==> config.mk <==
export PLATFORM = sky130hd
export DESIGN_NAME = maxpool_2x2
export DESIGN_NICKNAME = d
export VERILOG_FILES = /design/src/rtl/maxpool_2x2.sv
export SDC_FILE = /design/constraint.sdc
export NUM_CORES = 2
export LEC_CHECK = 0
export BUFFER_PORTS_ARGS = -buffer_cell sky130_fd_sc_hd__buf_2
export CORE_MARGIN = 2
export CORE_UTILIZATION = 40
export CTS_CLUSTER_DIAMETER = 50
export DETAILED_ROUTE_END_ITERATION = 16
export PLACE_DENSITY_LB_ADDON = 0.12
export SYNTH_ARGS = -nofsm -noshare
export SYNTH_HDL_FRONTEND = slang
export SYNTH_SLANG_ARGS = --single-unit
==> constraint.sdc <==
create_clock -name pool_clk -period 11.4 [get_ports pool_clk]
set_clock_uncertainty 0.15 [all_clocks]
set_input_delay 1.14 -clock pool_clk [delete_from_list [all_inputs] [get_ports pool_clk]]
set_output_delay 1.14 -clock pool_clk [all_outputs]
set_load 0.01 [all_outputs]
==> src/rtl/maxpool_2x2.sv <==
// rtl/maxpool_2x2.sv - streaming 2x2 stride-2 signed max-pooling stage
// Horizontal pairs are reduced on odd columns; even rows park the pair max in a half-row buffer.
module maxpool_2x2 #(
  parameter int DATA_WIDTH = 22,
  parameter int NUM_INPUTS = 4,
  parameter int IMG_W      = 24,
  parameter int IMG_H      = 24
) (
  input  logic                                  pool_clk,
  input  logic                                  pool_rst,
  input  logic                                  pool_valid_i,
  input  logic                                  pool_sof_i,
  input  logic [NUM_INPUTS-1:0][DATA_WIDTH-1:0] pool_in_i,
  output logic                                  pool_valid_o,
  output logic [NUM_INPUTS-1:0][DATA_WIDTH-1:0] pool_out_o,
  output logic                                  pool_eof_o
);

  localparam int CW = $clog2(IMG_W);
  localparam int RW = $clog2(IMG_H);
  localparam int HD = IMG_W / 2;
  localparam int BW = (HD > 1) ? $clog2(HD) : 1;

  typedef logic [NUM_INPUTS-1:0][DATA_WIDTH-1:0] pix_t;

  logic [CW-1:0] col_q, col_d, col_cur;
  logic [RW-1:0] row_q, row_d, row_cur;
  pix_t          pair_q, pair_d, out_q, out_d, h;
  logic          valid_q, valid_d, eof_q, eof_d;
  logic          buf_we;
  logic [BW-1:0] buf_idx;
  pix_t          row_buf [HD];

  function automatic pix_t pmax(input pix_t a, input pix_t b);
    pix_t r;
    for (int k = 0; k < NUM_INPUTS; k++) begin
      r[k] = ($signed(a[k]) > $signed(b[k])) ? a[k] : b[k];
    end
    return r;
  endfunction

  always_comb begin
    col_d   = col_q;
    row_d   = row_q;
    pair_d  = pair_q;
    out_d   = out_q;
    valid_d = 1'b0;
    eof_d   = 1'b0;
    buf_we  = 1'b0;
    // A qualified SOF relocates the current pixel to the frame origin.
    col_cur = pool_sof_i ? '0 : col_q;
    row_cur = pool_sof_i ? '0 : row_q;
    buf_idx = BW'(col_cur >> 1);
    h       = pmax(pair_q, pool_in_i);
    if (pool_valid_i) begin
      if (col_cur == CW'(IMG_W - 1)) begin
        col_d = '0;
        row_d = (row_cur == RW'(IMG_H - 1)) ? '0 : row_cur + RW'(1);
      end else begin
        col_d = col_cur + CW'(1);
        row_d = row_cur;
      end
      if (!col_cur[0]) begin
        pair_d = pool_in_i;
      end else if (!row_cur[0]) begin
        buf_we = 1'b1;
      end else begin
        out_d   = pmax(row_buf[buf_idx], h);
        valid_d = 1'b1;
        eof_d   = (row_cur == RW'(IMG_H - 1)) && (col_cur == CW'(IMG_W - 1));
      end
    end
  end

  always_ff @(posedge pool_clk or posedge pool_rst) begin
    if (pool_rst) begin
      col_q   <= '0;
      row_q   <= '0;
      pair_q  <= '0;
      out_q   <= '0;
      valid_q <= 1'b0;
      eof_q   <= 1'b0;
    end else begin
      col_q   <= col_d;
      row_q   <= row_d;
      pair_q  <= pair_d;
      out_q   <= out_d;
      valid_q <= valid_d;
      eof_q   <= eof_d;
    end
  end

  // Row 0 of every frame rewrites each entry before row 1 reads it, so no reset is needed.
  always_ff @(posedge pool_clk) begin
    if (buf_we) row_buf[buf_idx] <= h;
  end

  assign pool_valid_o = valid_q;
  assign pool_out_o   = out_q;
  assign pool_eof_o   = eof_q;

endmodule
==> impl_metrics.py <==
metrics = {
    "final_layout": {
        "layout.nets": 4611,
        "antenna_cells": 0,
        "final_cell_mix": "edfxtp_1, a22oi_1, a21oi_1",
        "layout.cells.non_filler": 6267,
        "fin_util_pct": 46.02,
        "fill_cells": 12256,
        "final_common_cell": "edfxtp_1",
        "syn2layout_area_growth_pct": 14.44,
        "drive_gt1_share_pct": 13.10,
    },
    "power_and_ir_drop": {
        "power.density_mw_per_mm2": 200.9,
        "p_clk_share_pct": 39.2,
        "p_seq_share_pct": 42.8,
        "power_leakage_nw": 22.94,
        "power_mw": 12.70,
        "combPwrFrac_pct": 18.0,
        "internal_power_mw": 8.982,
        "p_sw_share_pct": 29.27,
        "vdd_ir_drop_max_mv": 0.1509,
        "p_sw_mw": 3.716,
    },
    "setup_path": {
        "r2r_setup_slack_ps": 4020,
        "crit_chain": "buf_2 > inv_1 > ha_2 > buf_4 > nand4_1 > nor3_1 > a2111o_1 > nor2_4 > o2111ai_1 > nor2_1 > ha_1 > nand4_1 > and4bb_2 > o31a_1 > a2111oi_0 > mux2_2 > nor2_2 > a221o_1",
        "cp_slowest_cell": "a2111o_1",
        "end_kind": "flip-flop",
        "crit_family": "simple AND/OR/NAND/NOR gates",
        "cp-start-kind": "primary input",
        "cp_common_cell": "nand4_1",
        "crit_buf_inv": 3,
        "crit_required_ps": 11960,
        "crit_arrival_ps": 8040,
        "crit_fanout": 92,
        "critPathKind": "primary input to flip-flop",
        "cp_slowest_stage_delay_ps": 1000,
    },
    "clock_tree": {
        "postCtsSetupBuffers": 0,
        "clk_pin_slew_ps": 50,
        "htree_levels": 4,
        "postCtsHoldBufs": 0,
        "post_cts_resize_count": 0,
        "cts_tree": "done",
        "max-clock-path-buffers": 3,
        "clock_tree.root_cell": "clkbuf_16",
        "numCtsBuffers": 155,
        "clock_sinks": 1244,
        "insertion_delay_ps": 800,
    },
    "timing": {
        "setup_violations": 0,
        "timing.fmax_ghz": 0.1337,
        "worst_pin_slew_ps": 1267,
        "rsz0062_at_grt": "false",
        "drv_slew": 0,
        "hold_violations": 0,
        "fin_crit_sh_pct": 65.61,
        "maxSlewHeadroom_pct": 15.56,
        "whs_ps": 346.2,
        "tns_ps": 0,
        "period_needed_ps": 7479,
    },
    "route": {
        "first_pass_iters": 6,
        "vias_per_cell": 5.874,
        "antenna_left": 0,
        "drtIter0Drc": 3175,
        "wire_per_inst_um": 25.99,
        "num_vias": 36811,
        "wl_um": 162900,
        "drc": 0,
    },
    "logic_synthesis": {
        "yosysWarnings": 0,
        "yosysSeqAreaShare_pct": 65.94,
        "synthDistinctLibCells": 64,
        "synth_edf_count": 1056,
        "synth_cells": 4240,
        "synth-main-ff-cell": "edfxtp_1",
        "syn_area_per_cell_sq_um": 13.02,
        "synth_nets": 4510,
        "async_flop_share_pct": 15.11,
        "synth_area_sq_mm": 0.05522,
        "ys_ff_latch": 1244,
    },
    "floorplan": {
        "die-height_um": 375.6,
        "rows": 136,
        "ios": 182,
        "initial_utilization_pct": 40.21,
        "core-area_sq_mm": 0.1373,
        "dieArea_sq_mm": 0.1410,
        "die_w_um": 375.6,
    },
    "hold_path": {
        "hp-class": "primary input to async pin",
    },
    "run": {
        "cap_violations": 0,
    },
    "grt": {
        "grt_max_degree": 144,
        "grt_usage_pct": 22.79,
        "antenna_found_initial": 1,
        "grt_pass1_wl_um": 241900,
        "grt_pass1_vias": 36343,
        "grt_overflow": 0,
    },
    "placement": {
        "placed_cells": 5978,
        "dp_hpwl_um": 90320,
        "gp_congestion": 0.7880,
        "io_buffers": 181,
    },
    "outcome": {
        "status": "complete, no violations",
    },
}
worst paths after layout:
path	to	cells after the start	startpoint
max reg2reg	pool_out_o[82]	16	pair_q[87]
min	pair_q[73]	2	pool_rst
max	pool_out_o[82]	18	pool_in_i[87]
min reg2reg	row_q[4]	1	row_q[4]
min in group pool_clk	row_q[4]	1	row_q[4]
max in group asynchronous	row_q[1]	3	pool_rst
logic make-up (layout without fill, tap and decap cells):
| kind of cell | after synthesis | in the layout | share of synthesized area [%] |
|---|---|---|---|
| buf+inv | 500 | 733 | 3.632 |
| simple gates | 898 | 898 | 8.873 |
| mux | 36 | 36 | 0.6797 |
| xor+xnor | 1 | 1 | 0.01586 |
| fa+ha+maj | 178 | 178 | 4.033 |
| flops | 1244 | 1244 | 65.94 |
| compound gates | 1383 | 1383 | 16.82 |
layout make-up:
| cell class | instances | area [sq um] | area share, % |
|---|---|---|---|
| Clock buffer | 190 | 4084 | 6.462 |
| Clock inverter | 99 | 1144 | 1.810 |
| Inverter | 191 | 726.9 | 1.150 |
| Multi-Input combinational cell | 2496 | 17010 | 26.92 |
| Sequential cell | 1244 | 36410 | 57.62 |
| Tap cell | 1794 | 2245 | 3.552 |
| Timing Repair Buffer | 253 | 1572 | 2.487 |
flip-flops by register name, summed over array words and instances, names as in the netlist:
| name | flops |
|---|---|
| col_q | 5 |
| pair_q | 88 |
| pool_eof_o | 1 |
| pool_out_o | 88 |
| pool_valid_o | 1 |
| row_buf | 1056 |
| row_q | 5 |
power groups by stage:
| stage | Clock, mW | Combinational (mW) | Sequential (mW) |
|---|---|---|---|
| finish | 4.98 | 2.28 | 5.43 |
| global route | 5.25 | 2.54 | 5.44 |
| CTS | 5.09 | 2.31 | 5.43 |
| detailed placement | 0 | 2.30 | 5.52 |
| global placement | 0 | 2.28 | 5.52 |
| floorplan | 0 | 1.50 | 5.50 |
per-layer routing:
| metal | GRT usage, % | vias to the layer above | share of wire, % |
|---|---|---|---|
| met2 | 38.82 | 992 | 49 |
| li1 | - | 16872 | - |
| met3 | 3.248 | 210 | 4.5 |
| met4 | 7.380 | 0 | 2.8 |
| met5 | 0 | - | 0 |
| met1 | 29.96 | 18737 | 43 |
worst register-to-register path: cells and delay by family (launching register included):
kind	cells	cell delay [ps]
buffers and inverters	1	580
AND/OR/NAND/NOR	7	2760
AO/OA/AOI/OAI	5	2120
flip-flops	1	420
adder cells (fa/ha/maj)	2	690
multiplexers	1	590
Yosys cell counts, types with 7 or more instances:
cell type | number | area [sq um]
or3_1 | 83 | 519.3
nand4b_1 | 63 | 551.8
nor2_1 | 108 | 405.4
dfrtp_1 | 188 | 4705
a21oi_1 | 410 | 2052
nor3_1 | 16 | 80.08
o2111ai_1 | 65 | 569.3
buf_4 | 7 | 52.55
and4_1 | 9 | 78.83
and3_1 | 63 | 394.1
o21ai_0 | 178 | 890.9
buf_1 | 24 | 90.09
nor2b_1 | 8 | 50.05
a2111oi_0 | 7 | 61.31
a221o_1 | 69 | 690.7
nand2_1 | 293 | 1100
nand4_1 | 31 | 193.9
nand3_1 | 47 | 235.2
mux2i_1 | 24 | 240.2
edfxtp_1 | 1056 | 31710
mux2_2 | 11 | 123.9
ha_1 | 178 | 2227
a21boi_0 | 8 | 60.06
nand2b_1 | 80 | 500.5
or4_1 | 68 | 510.5
o211ai_1 | 22 | 165.2
clkbuf_1 | 211 | 792.0
a22oi_1 | 519 | 3896
a22o_1 | 67 | 586.8
inv_2 | 35 | 131.4
buf_2 | 63 | 315.3
inv_1 | 156 | 585.6
metrics by stage:
step,cell area (sq um),worst slack (ps)
floorplan,55220,4842
global placement,57970,3196
detailed placement,57970,3179
CTS,63200,4032
global route,63200,3417
finish,63200,3921
No activity file was read; power rests on OpenSTA's default activity.
